===== src/rtl/mtl1_clk_pkg.sv =====
// Shared definitions for the 6809E bus clock generator.
// Holds the quarter-phase codes seen on o_phase and a helper that gives a
// safe counter width for small terminal counts.
package mtl1_clk_pkg;

   // Quarter-phase codes, named after the E/Q levels they produce.
   localparam logic [1:0] PH_E0Q0 = 2'd0;
   localparam logic [1:0] PH_E0Q1 = 2'd1;
   localparam logic [1:0] PH_E1Q1 = 2'd2;
   localparam logic [1:0] PH_E1Q0 = 2'd3;

   // Width needed to count 0..n-1.
   // Never less than one bit, so a degenerate count still yields a legal vector.
   function automatic int cntWidth(input int n);
      return (n > 2) ? $clog2(n) : 1;
   endfunction

endpackage


===== src/rtl/phase_timer.sv =====
// Quarter-phase tick counter for the E/Q clock generator.
// Counts 0..PHASE_TICKS-1 while enabled and wraps to 0 after the last tick.
// o_tc marks the last tick of a quarter, and only while the counter is advancing.
// Ports:
//   i_clk    fast PLL clock
//   i_rst_n  asynchronous active-low reset
//   i_en     advance the counter this cycle
//   i_clr    force the counter to 0; overrides i_en
//   o_tc     terminal count, one cycle per quarter-phase
module phase_timer
   import mtl1_clk_pkg::*;
#(
   parameter int PHASE_TICKS = 25
) (
   input  logic i_clk,
   input  logic i_rst_n,
   input  logic i_en,
   input  logic i_clr,
   output logic o_tc
);

   localparam int              W    = cntWidth(PHASE_TICKS);
   localparam logic [W-1:0]    LAST = W'(PHASE_TICKS - 1);

   logic [W-1:0] count_q;
   logic [W-1:0] count_d;

   // Next count: clear wins.
   // Otherwise the counter wraps at the last tick so each quarter is exactly PHASE_TICKS long.
   always_comb begin
      count_d = count_q;
      if (i_clr) begin
         count_d = '0;
      end else if (i_en) begin
         count_d = (count_q == LAST) ? '0 : count_q + 1'b1;
      end
   end

   // Count register; reset puts the quarter back at its first tick.
   always_ff @(posedge i_clk or negedge i_rst_n) begin
      if (!i_rst_n) begin
         count_q <= '0;
      end else begin
         count_q <= count_d;
      end
   end

   assign o_tc = i_en && !i_clr && (count_q == LAST);

endmodule


===== src/rtl/e_q_clk_gen.sv =====
// 6809E quadrature bus clock generator.
// Produces E and Q from the fast clock, with Q leading E by one quarter-phase.
// E-high can be stretched in quarter-phase steps, and the clock can be stopped
// cleanly at the end of a bus cycle.
// Single-cycle strobes mark the E edges.
// Every output comes from a register.
// Ports:
//   i_clk        fast PLL clock
//   i_rst_n      asynchronous active-low reset
//   i_enable     run E/Q; when low, stop once the current cycle completes
//   i_stretch    MRDY-style request to hold the E-high/Q-low quarter longer
//   o_e_clk      E clock
//   o_q_clk      Q clock
//   o_e_rise     strobe in the cycle E becomes 1
//   o_e_fall     strobe in the cycle E becomes 0
//   o_phase      current quarter (0 E0Q0, 1 E0Q1, 2 E1Q1, 3 E1Q0)
//   o_stretched  high while the E1Q0 quarter is extended
module e_q_clk_gen
   import mtl1_clk_pkg::*;
#(
   parameter int PHASE_TICKS = 25,
   parameter int MAX_STRETCH = 8
) (
   input  logic       i_clk,
   input  logic       i_rst_n,
   input  logic       i_enable,
   input  logic       i_stretch,
   output logic       o_e_clk,
   output logic       o_q_clk,
   output logic       o_e_rise,
   output logic       o_e_fall,
   output logic [1:0] o_phase,
   output logic       o_stretched
);

   typedef enum logic [1:0] {
      E0Q0 = PH_E0Q0,
      E0Q1 = PH_E0Q1,
      E1Q1 = PH_E1Q1,
      E1Q0 = PH_E1Q0
   } phase_e;

   localparam int           SW          = cntWidth(MAX_STRETCH + 1);
   localparam logic [SW-1:0] STRETCH_MAX = SW'(MAX_STRETCH);

   phase_e        phase_q, phase_d;
   logic          idle_q, idle_d;
   logic [SW-1:0] stretchCnt_q, stretchCnt_d;
   logic          stretched_q, stretched_d;
   logic          eClk_q, eClk_d;
   logic          qClk_q, qClk_d;
   logic          eRise_q, eRise_d;
   logic          eFall_q, eFall_d;
   logic          tc;
   logic          timerClr;

   // While stopped, the tick counter is held at zero.
   // The first enabled cycle therefore starts a full-length E0Q0 quarter.
   assign timerClr = idle_q && !i_enable;

   phase_timer #(
      .PHASE_TICKS(PHASE_TICKS)
   ) u_timer (
      .i_clk   (i_clk),
      .i_rst_n (i_rst_n),
      .i_en    (!timerClr),
      .i_clr   (timerClr),
      .o_tc    (tc)
   );

   // Phase FSM and stretch bookkeeping.
   // Decisions are taken only at the last tick of a quarter.
   // Enable is looked at only when leaving E0Q0, so a stop never cuts E short.
   // Stretch is looked at only when leaving E1Q0.
   // The E/Q levels and strobes are decoded from the next phase, so they
   // register in the same cycle as o_phase.
   always_comb begin
      phase_d      = phase_q;
      idle_d       = idle_q && !i_enable;
      stretchCnt_d = stretchCnt_q;
      stretched_d  = stretched_q;
      if (tc) begin
         case (phase_q)
            E0Q0: begin
               if (i_enable) begin
                  phase_d = E0Q1;
               end else begin
                  idle_d = 1'b1;
               end
            end
            E0Q1: phase_d = E1Q1;
            E1Q1: phase_d = E1Q0;
            E1Q0: begin
               if (i_stretch && (stretchCnt_q < STRETCH_MAX)) begin
                  stretchCnt_d = stretchCnt_q + 1'b1;
                  stretched_d  = 1'b1;
               end else begin
                  phase_d      = E0Q0;
                  stretchCnt_d = '0;
                  stretched_d  = 1'b0;
               end
            end
            default: phase_d = E0Q0;
         endcase
      end
      eClk_d  = (phase_d == E1Q1) || (phase_d == E1Q0);
      qClk_d  = (phase_d == E0Q1) || (phase_d == E1Q1);
      eRise_d = tc && (phase_q == E0Q1);
      eFall_d = tc && (phase_q == E1Q0) && (phase_d == E0Q0);
   end

   // State and output registers.
   // An asynchronous reset drops E and Q immediately.
   // Restart after reset is identical to power-up.
   always_ff @(posedge i_clk or negedge i_rst_n) begin
      if (!i_rst_n) begin
         phase_q      <= E0Q0;
         idle_q       <= 1'b0;
         stretchCnt_q <= '0;
         stretched_q  <= 1'b0;
         eClk_q       <= 1'b0;
         qClk_q       <= 1'b0;
         eRise_q      <= 1'b0;
         eFall_q      <= 1'b0;
      end else begin
         phase_q      <= phase_d;
         idle_q       <= idle_d;
         stretchCnt_q <= stretchCnt_d;
         stretched_q  <= stretched_d;
         eClk_q       <= eClk_d;
         qClk_q       <= qClk_d;
         eRise_q      <= eRise_d;
         eFall_q      <= eFall_d;
      end
   end

   assign o_e_clk     = eClk_q;
   assign o_q_clk     = qClk_q;
   assign o_e_rise    = eRise_q;
   assign o_e_fall    = eFall_q;
   assign o_phase     = phase_q;
   assign o_stretched = stretched_q;

endmodule


===== config.mk =====
export PLATFORM = sky130hd
export DESIGN_NAME = e_q_clk_gen
export DESIGN_NICKNAME = d
export VERILOG_FILES = /design/src/rtl/mtl1_clk_pkg.sv /design/src/rtl/phase_timer.sv /design/src/rtl/e_q_clk_gen.sv
export SDC_FILE = /design/constraint.sdc
export NUM_CORES = 1
export LEC_CHECK = 0
export ABC_AREA = 1
export CAP_MARGIN = 20
export CORE_UTILIZATION = 57
export DETAILED_ROUTE_END_ITERATION = 6
export MAX_ROUTING_LAYER = met4
export PLACE_DENSITY = 0.88
export SLEW_MARGIN = 20
export SYNTH_ARGS = -nofsm -noshare
export SYNTH_HDL_FRONTEND = slang
export SYNTH_SLANG_ARGS = --single-unit

===== constraint.sdc =====
create_clock -name i_clk -period 4.71 [get_ports i_clk]
set_clock_uncertainty 0.1 [all_clocks]
set_input_delay 0.471 -clock i_clk [delete_from_list [all_inputs] [get_ports i_clk]]
set_output_delay 0.471 -clock i_clk [all_outputs]
set_load 0.02 [all_outputs]

Yosys cells after proc, flatten, opt, wreduce, memory -nomap -nowiden
Cells that the tools add are included.
Cells by class
  multiplexer cells: 11
  $add $sub $neg: 2
  magnitude comparators: 1
  reductions and logical operators: 13
  equal/unequal tests: 7
Operators with widths (count)
  $mux W5: 2
  $eq A2 B2 Y1 const B: 4
  $pmux W2 S4: 1
  $logic_and A1 B1 Y1: 6
  $mux W2: 3
  $add A5 B1 Y5 const B: 1
  $eq A5 B5 Y1 const B: 1
  $add A4 B1 Y4 const B: 1
  $eq A2 B1 Y1 const B: 2
  $logic_not A2 Y1: 2
  $lt A4 B4 Y1 const B: 1
  $mux W1: 4
  $mux W4: 1
  $logic_not A1 Y1: 2
  $logic_or A1 B1 Y1: 2
  $reduce_and A2 Y1: 1
Word-level totals
  register bits: 17
  logic and storage cells: 43
  input port bits: 4

Logic depth before layout (Yosys ltp)
Gate-level depths: netlist of run 1.
  depth after elaboration: 7
  mapped depth: 11
  depth with buffers taken out: 11

By module
Synthesis of run 1 repeated with hierarchy kept, for this count alone.
Second synthesis, totals
  cells, all modules: 115
  area total of the unflattened synthesis: 923.4 µm²
Modules (own cells, without submodules)
  e_q_clk_gen: times used 1, area each 585.6 µm², seq. area each 300.3 µm², cells an instance 70
  phase_timer: times used 1, area each 337.8 µm², seq. area each 125.1 µm², cells an instance 45

Least setup slack after synthesis of run 1
No wires, ideal clock.
  path kind: flip-flop to flip-flop
  from: reg u_timer.count_q[0]
  to: reg eClk_q (netlist: o_e_clk)
  path slack: 2.988 ns
  buffers on the path: 0
  cell stages (with the launch flop): 10
  required time: 4.483 ns
  data arrival time: 1.495 ns
  cells stage by stage: dfrtp_1 inv_1 ha_1 nand2_1 inv_1 nand3_4 nand2_1 o21ai_0 ha_1 or2_2
Between the ends
  longest elaborated chain between the ends: 5
  elaborated cells on any way between the ends: 6
  classes of those cells: eq/ne: 3; mux: 1; reduce/logical: 2
Ends and longest elaborated chain
  start: declaration: line phase_timer.sv:25  | logic [W-1:0] count_q;
  start signal: assignment: line phase_timer.sv:44  | count_q <= count_d;
  $eq A5 B5 Y1 (*): line phase_timer.sv:48  | assign o_tc = i_en && !i_clr && (count_q == LAST);
  $logic_and A1 B1 Y1 (*): line phase_timer.sv:48
  $mux W2 (*): line e_q_clk_gen.sv:82  | if (tc) begin
  net phase_d[0]: line e_q_clk_gen.sv:46  | phase_e phase_q, phase_d;
  $eq A2 B2 Y1: line e_q_clk_gen.sv:106  | eClk_d = (phase_d == E1Q1) || (phase_d == E1Q0);
  $logic_or A1 B1 Y1 (*): line e_q_clk_gen.sv:106
  net eClk_d: line e_q_clk_gen.sv:50  | logic eClk_q, eClk_d;
  end signal: assignment: line e_q_clk_gen.sv:130  | eClk_q <= eClk_d;
  end: declaration: line e_q_clk_gen.sv:50
Mark *: on every way through the listed nets, which the timed path passes. The rest lies on a longest branch.
A chain may end at the register's enable or synchronous reset.

Worst setup path after layout of run 1
  from: reg phase_q[0] (netlist: o_phase[0])
  to: out o_phase[0]
RTL lines
  start: declaration: line e_q_clk_gen.sv:46
  start signal: assignment: line e_q_clk_gen.sv:126  | phase_q <= phase_d;
  end: declaration: line e_q_clk_gen.sv:32  | output logic [1:0] o_phase,
No word-level cell between the ends.

==> results.toml, run 1 <==
[finish]
num_antenna_cells = 0
drive_above_1_share_pct = 9.84
fillers = 92
layout.nets = 133
final_common_cell = "nand2_1"
final_cell_mix = "nand2_1 (30), inv_1 (18), dfrtp_1 (17)"
area_growth_pct = 16.2

[route]
postRouteAntennaNets = 0
routed_wl_um = 1530
first_iter_violations = 15
dr.pass1.iters = 4
vias = 687
wl_per_cell_um = 11.2
routed_via_density = 5.01
drc = 0

[place]
routabilityCongestion = 0.803
io_buffers = 10
hpwlAfterDp_um = 1130

[die]
die_h_um = 41.8
std_cell_rows = 13
dieWidth_um = 41.8
start_util_pct = 65.2
core_um2 = 1380
die-area_um2 = 1740
io_pins = 11

[cts]
numCtsBuffers = 3
ctsResizeCount = 0
htreeDepth = 1
cts_buffer_depth = 2
cts_root_buf = "clkbuf_4"
clock-sinks = 17
post-cts-setup-buffer-count = 0
cts_hold_buf = 0
insertion_delay_ps = 280
clk_pin_slew_ps = 100
cts_tree = "yes"

[yosys]
postSynthAreaPerCell_um2 = 8.34
ys_seq_elements = 17
netlist_instances = 108
yosysWarningCount = 0
syn_nets = 118
synth_top_area_share_pct = 47.2
yosysSeqAreaShare_pct = 47.2
synth_top_cell_by_area = "dfrtp_1"
synth_area_leaders = "dfrtp_1 (47%), nand2_1 (13%), ha_1 (8.3%)"
synth_cell_types = 19
syn_area_um2 = 901

[sta]
timing.final.crit_share_pct = 41.5
relSlewSlack_pct = 50.9
grt_setup_unrepaired = "no"
max_freq_ghz = 0.511
slew_viol_final = 0
setup_viol = 0
finalCriticalPeriod_ps = 1960
hold_slack_ps = 391
finalSetupTns_ps = 0
finalHoldViolCount = 0
worstMarginPinSlew_ps = 734

[global_route]
first_global_vias = 633
gr-usage-met1_pct = 28.9
grt_pass1_wl_um = 2790
grt_util_all_layers_pct = 21.8
grtUsageMet2_pct = 32.8
use_met3_pct = 3.91
grt_start_max_net_pins = 18
grt-ovfl-total = 0
antenna_found_initial = 0
busiest_layer = "met2"

[critical_path]
worstPathRequired_ps = 4140
cp_cell_sequence = "clkdlybuf4s50_1"
worst_path_max_delay_cell = "clkdlybuf4s50_1"
start_kind = "flop"
cp.arrival_ps = 1390
path_delay_family = "buffers and inverters"
crit_path_end_kind = "output port"
cpPeakStageDelay_ps = 640
crit_buf_inv = 1
cp_max_fo = 7
crit_type = "flop to output port"

[min_path]
worstHoldPathType = "flop to flop"

[pwr]
power_leakage_nw = 0.583
peakVddDrop_uv = 308
power_mw = 0.511
cellPowerDensity_nw_per_um2 = 488

[outcome]
status = "completed"

[flow_run]
cap_viol_max_count = 0
path summary, 6_finish.rpt:
path	slack [ps]	endpoint	cells after the start	from
min in group asynchronous	510	u_timer.count_q[4]	1	i_rst_n
max in group asynchronous	3540	o_phase[0]	1	i_rst_n
hold / removal	390	o_stretched	2	o_stretched
setup reg to reg	2800	o_e_clk	9	u_timer.count_q[0]
setup / recovery	2750	o_phase[0]	1	o_phase[0]
hold reg to reg	390	o_stretched	2	o_stretched
synth_stat cells (all sizes together):
| library cell | count |
|---|---|
| nor2 | 17 |
| nand2 | 31 |
| nand4 | 1 |
| xor2 | 1 |
| dfrtp | 17 |
| nand3 | 8 |
| nor3 | 1 |
| nand3b | 1 |
| xnor2 | 2 |
| or2 | 1 |
| inv | 19 |
| o21ai | 3 |
| ha | 6 |
cell families after synthesis:
group	count (synthesis)	share of synthesized area, %
simple gates	60	31.9
buf+inv	19	7.92
flops	17	47.2
fa+ha+maj	6	8.33
compound gates	3	1.67
xor+xnor	3	2.92
cell type report:
class,count,area [um^2],area share [%]
clock buffer,3,22.5,2.15
inverter,19,71.3,6.81
clock inverter,1,5.00,0.478
multi-input combinational,72,404,38.6
sequential,17,425,40.6
tap,15,18.8,1.79
timing repair buffer,10,100,9.56
registers in the layout, summed over array words and instances (netlist names):
signal / flops
o_phase: 2
o_q_clk: 1
o_e_rise: 1
o_e_fall: 1
o_e_clk: 1
o_stretched: 1
u_timer.count_q: 5
idle_q: 1
stretchCnt_q: 4
metrics by stage:
stage                     cells  setup slack [ps]  instance area (um^2)  util [%]
after floorplan             108              2990                   901         -
after global placement      133              2590                  1020      73.8
after detailed placement    133              2530                  1020      73.8
after CTS                   137              2740                  1050      75.7
after global routing        137              2680                  1050      75.7
final                       137              2750                  1050      75.7
where the power goes:
part | total, mW | leakage, nW | switching, mW | internal (mW)
combinational | 0.208 | 0.352 | 0.122 | 0.0860
sequential | 0.226 | 0.214 | 0.0399 | 0.186
clock | 0.0770 | 0.0177 | 0.0455 | 0.0315
layer usage:
metal | routed length [um] | vias to the layer above
met5 | 0 | -
met4 | 12 | 0
li1 | - | 355
met3 | 64 | 2
met1 | 735 | 314
met2 | 720 | 16
Note: power is estimated with default switching activity, not from simulation.
==> run 2: changes to the inputs <==
--- a/config.mk
+++ b/config.mk
@@ -7,10 +7,10 @@
 export LEC_CHECK = 0
 export ABC_AREA = 1
 export CAP_MARGIN = 20
-export CORE_UTILIZATION = 57
+export CORE_UTILIZATION = 48
 export DETAILED_ROUTE_END_ITERATION = 6
 export MAX_ROUTING_LAYER = met4
-export PLACE_DENSITY = 0.88
+export PLACE_DENSITY = 0.8
 export SLEW_MARGIN = 20
 export SYNTH_ARGS = -nofsm -noshare
 export SYNTH_HDL_FRONTEND = slang
==> constraint.sdc (replaced) <==
create_clock -name i_clk -period 1.7 [get_ports i_clk]
set_clock_uncertainty 0.1 [all_clocks]
set_input_delay 0.17 -clock i_clk [delete_from_list [all_inputs] [get_ports i_clk]]
set_output_delay 0.17 -clock i_clk [all_outputs]
set_load 0.02 [all_outputs]
==> run 2 against run 1 <==
Against the previous run: the run now ends with negative setup slack left; utilization shrank 4.1 points; hold slack lost 300 ps; first-iteration DRC count shrank 53%; register-to-register slack lost 2800 ps; setup slack lost 2800 ps; global-route usage shrank 0.45 points; critical path depth grew 5; power grew to 3.3 times the previous value; largest cell class is now multi-input gates; highest routed layer unchanged.
==> results.toml, run 2 (synthesized netlist as in run 1, its figures left out) <==
[outcome]
status = "finished with violations"
violations = "negative setup slack"

[finish]
num_antenna_cells = 0
regMostFlops = "u_timer.count_q"
drive_above_1_share_pct = 30.2
layout.nets = 150
final_common_cell = "nand2_1"
area_growth_pct = 38.8
largest_reg_flops = 5
final_cell_mix = "nand2_1 (27), dfrtp_1 (17), buf_4 (17)"
final_util_pct = 71.6

[critical_path]
cp.arrival_ps = 1800
crit_path_end_kind = "flop"
cpPeakStageDelay_ps = 480
worst_path_max_delay_cell = "dfrtp_1"
crit_buf_inv = 0
cp_max_fo = 7
cp_cell_sequence = "o21ai_0 > nand2_1 > nor2_4 > nor2_2 > ha_1 > or2_4"
crit_type = "flop to flop"
start_kind = "flop"
path_delay_family = "simple AND/OR/NAND/NOR gates"
worstPathRequired_ps = 1790

[min_path]
worstHoldPathType = "input pin to asynchronous set/reset pin"

[global_route]
grt_start_max_net_pins = 18
first_global_vias = 718
grt-ovfl-total = 0
grt_pass1_wl_um = 2880
grt_util_all_layers_pct = 21.4
antenna_found_initial = 0

[route]
routed_via_density = 4.57
dr.pass1.iters = 4
postRouteAntennaNets = 0
vias = 750
routed_wl_um = 1900
wl_per_cell_um = 11.6
first_iter_violations = 7
drc = 0

[cts]
clk_pin_slew_ps = 90
cts_buffer_depth = 2
cts_tree = "yes"
htreeDepth = 1
numCtsBuffers = 3
cts_hold_buf = 0
cts_root_buf = "clkbuf_4"
insertion_delay_ps = 300
clock-sinks = 17

[die]
die-area_um2 = 2050
io_pins = 11
die_h_um = 45.3
std_cell_rows = 15
core_um2 = 1750
start_util_pct = 51.6
dieWidth_um = 45.3

[sta]
setup_viol = 1
worst_slack_ps = -8.03
slew_viol_final = 0
finalHoldViolCount = 0
max_freq_ghz = 0.585
grt_setup_unrepaired = "yes"
finalCriticalPeriod_ps = 1710
relSlewSlack_pct = 82.2
worstMarginPinSlew_ps = 266
finalSetupTns_ps = -8.03
timing.final.crit_share_pct = 100

[place]
io_buffers = 10
routabilityCongestion = 0.823
hpwlAfterDp_um = 1300

[pwr]
peakVddDrop_uv = 947
power_mw = 1.68
power_leakage_nw = 0.666
cellPowerDensity_nw_per_um2 = 1350

[flow_run]
cap_viol_max_count = 0
-- run 2: cell types whose count changed in the layout (fill, tap and decap cells not counted), sizes merged --
cell / previous run / this run
buf: 0 / 17
clkinv: 1 / 0
dlymetal6s2s: 0 / 2
clkbuf: 3 / 4
clkdlybuf4s50: 10 / 8
-- run 2: cell type report --
type	count	area [um^2]
Clock buffer	4	26.3
Fill cell	132	495
Inverter	19	71.3
Multi-Input combinational cell	72	463
Sequential cell	17	425
Tap cell	25	31.3
Timing Repair Buffer	27	233
-- run 2: path summary, 6_finish.rpt --
path / slack [ps] / end / cells past startpoint / startpoint
worst min-delay path: 90 / stretchCnt_q[0] / 2 / i_rst_n
worst max-delay path: -8 / o_e_clk / 6 / o_phase[0]
worst min register to register: 400 / o_stretched / 2 / o_stretched
min in group i_clk: 400 / o_stretched / 2 / o_stretched
worst max register to register: -8 / o_e_clk / 6 / o_phase[0]
max in group asynchronous: 1230 / stretchCnt_q[2] / 2 / i_rst_n
-- run 2: where the power goes --
| group | internal [mW] | switching (mW) | leakage, nW |
|---|---|---|---|
| Sequential | 0.516 | 0.103 | 0.214 |
| Combinational | 0.402 | 0.445 | 0.438 |
| Clock | 0.0916 | 0.124 | 0.0150 |
-- run 2: worst reg2reg max path, cell delays in order, from the launching register on --
cell and delay (ps):
dfrtp_1 480, o21ai_0 240, nand2_1 170, nor2_4 130
nor2_2 60, ha_1 200, or2_4 220
-- run 2: what timing repair did --
action / 4_1_cts / 5_1_grt
setup endpoints to repair: 2 / 5
resized for setup: 11 / 10
cloned: 0 / 0
setup buffers: 4 / 3
pin swaps: 4 / 6
-- run 2: metal layers --
metal / global-route usage, % / share of wire [%] / vias to the layer above
met2: 38.6 / 54 / 9
met4: 7.27 / 1.4 / 0
met5: - / 0 / -
met3: 6.00 / 2.9 / 4
li1: - / - / 389
met1: 22.0 / 41 / 348
-- run 2: metrics by stage --
| stage | hold WS [ps] | cells | cell area, um^2 | setup WS [ps] |
|---|---|---|---|---|
| floorplan | -226 | 108 | 901 | 1.30 |
| global placement | 363 | 153 | 1110 | -53.2 |
| detailed placement | 376 | 153 | 1110 | -114 |
| CTS | 95.3 | 161 | 1190 | 12.1 |
| global route | 113 | 164 | 1250 | -68.3 |
| finish | 87.4 | 164 | 1250 | -8.03 |
==> run 3: changes to the inputs <==
--- a/config.mk
+++ b/config.mk
@@ -7,6 +7,7 @@
 export LEC_CHECK = 0
 export ABC_AREA = 1
 export CAP_MARGIN = 20
+export CORE_MARGIN = 5
 export CORE_UTILIZATION = 48
 export DETAILED_ROUTE_END_ITERATION = 6
 export MAX_ROUTING_LAYER = met4
==> run 3 against run 2 <==
Against the previous run: the flow still finishes with violations (negative setup slack); sequential cell count did not move; hold slack improved by 17 ps; die area is 38% higher; setup slack worse by 30 ps; sequential power rose by 1%; final cell count is 2.4% lower; via count is 0.67% higher; wire length is 8.0% higher; clock-buffer cell count is the same; utilization shrank 0.34 points; power is 0.41% higher; critical path type unchanged.
==> results.toml, run 3 (synthesized netlist as in run 1, its figures left out) <==
[outcome]
status = "finished with violations"
violations = "negative setup slack"

[sta]
setup_viol = 1
hold_slack_ps = 105
worstMarginPinSlew_ps = 262
finalHoldViolCount = 0
relSlewSlack_pct = 82.6
finalCriticalPeriod_ps = 1740
finalSetupTns_ps = -38.0
slew_viol_final = 0
worst_slack_ps = -38.0
timing.final.crit_share_pct = 102
grt_setup_unrepaired = "yes"
max_freq_ghz = 0.575

[finish]
area_growth_pct = 39.6
multiInputGateArea_um2 = 498
final_util_pct = 71.3
num_antenna_cells = 0
regMostFlops = "u_timer.count_q"
largest_reg_flops = 5
final_cell_area_um2 = 1260
drive_above_1_share_pct = 29.6
final_cell_mix = "nand2_1 (27), dfrtp_1 (16), inv_1 (15)"
final_common_cell = "nand2_1"
seq_area_um2 = 427
fillers = 140
layout.nets = 146

[route]
dr.pass1.iters = 4
drc = 0
routed_wl_um = 2060
first_iter_violations = 20
wl_per_cell_um = 12.8
vias = 755
routed_via_density = 4.72
postRouteAntennaNets = 0

[critical_path]
crit_type = "flop to flop"
cp.arrival_ps = 1820
cp_max_fo = 5
timing.rr.end = "o_e_clk"
start_kind = "flop"
worstPathRequired_ps = 1780
crit_path_end_kind = "flop"
reg2reg_depth = 9
r2r_slack_ps = -40
r2r_start = "u_timer.count_q[1]"

[global_route]
grt_start_max_net_pins = 18
grt_util_all_layers_pct = 15.4
first_global_vias = 712
grt_pass1_wl_um = 3110
antenna_found_initial = 0
grt-ovfl-total = 0

[flow_run]
cap_viol_max_count = 0

[pwr]
power_leakage_nw = 0.644
cellPowerDensity_nw_per_um2 = 1340
power_mw = 1.69
peakVddDrop_uv = 955

[place]
place_area_um2 = 1110
io_buffers = 10
hpwlAfterDp_um = 1390
routabilityCongestion = 0.863

[cts]
clock-sinks = 17
insertion_delay_ps = 280
cts_tree = "yes"
cts_root_buf = "clkbuf_4"
clk_pin_slew_ps = 100
cts_buffer_depth = 2
htreeDepth = 1
cts_hold_buf = 0
numCtsBuffers = 3

[die]
std_cell_rows = 15
die-area_um2 = 2840
start_util_pct = 51.1
io_pins = 11
core_um2 = 1760
dieWidth_um = 53.3
die_h_um = 53.3

[min_path]
worstHoldPathType = "input pin to asynchronous set/reset pin"
## run 3: per-stage QoR
step | instances | setup slack [ps]
final | 160 | -38.0
after global routing | 160 | -126
after CTS | 158 | -13.7
after detailed placement | 154 | -110
after global placement | 154 | -57.3
after floorplan | 108 | 1.30
## run 3: worst max path at each step
stage,start,slack [ps],depth (start not counted),endpoint
3_3_place_gp,i_enable,-60,8,o_e_clk
5_1_grt,u_timer.count_q[0],-130,9,o_e_clk
4_1_cts,u_timer.count_q[0],-10,9,o_e_clk
3_5_place_dp,i_enable,-110,8,o_e_clk
2_1_floorplan,u_timer.count_q[0],1,9,o_e_clk
6_report,u_timer.count_q[1],-40,9,o_e_clk
## run 3: power breakdown
group / leakage, nW / internal, mW / switching (mW)
sequential: 0.213 / 0.519 / 0.109
combinational: 0.417 / 0.385 / 0.463
clock: 0.0150 / 0.0910 / 0.122
total: 0.644 / 0.995 / 0.694
## run 3: final cells by class
class                   instances  share of cell area, %
multi-input cells              72                   39.6
flip-flops and latches         17                   33.9
repair buffers                 23                   16.2
inverters                      19                   5.67
well taps                      25                   2.49
clock buffers                   4                   2.09
## run 3: what timing repair did
action / in CTS / in global routing
setup buffers: 0 / 2
resized for setup: 5 / 22
pin swaps: 0 / 10
endpoints found under the setup margin: 2 / 5
## run 3: worst max-delay path: stages (launching register included)
cell	delay, ps
dfrtp_1	390
inv_1	60
ha_2	170
nand2_2	60
inv_2	80
nand3_4	140
nand2_4	110
nand3_4	110
ha_4	180
or2_4	230
## run 3: metal layers
layer	wire length (um)	part of all wire, %	up-vias	global-route usage, %
li1	-	-	385	-
met1	856	42	347	18.1
met2	1080	53	17	26.3
met3	61	3.0	6	2.82
met4	57	2.8	0	5.11
met5	0	0	-	-
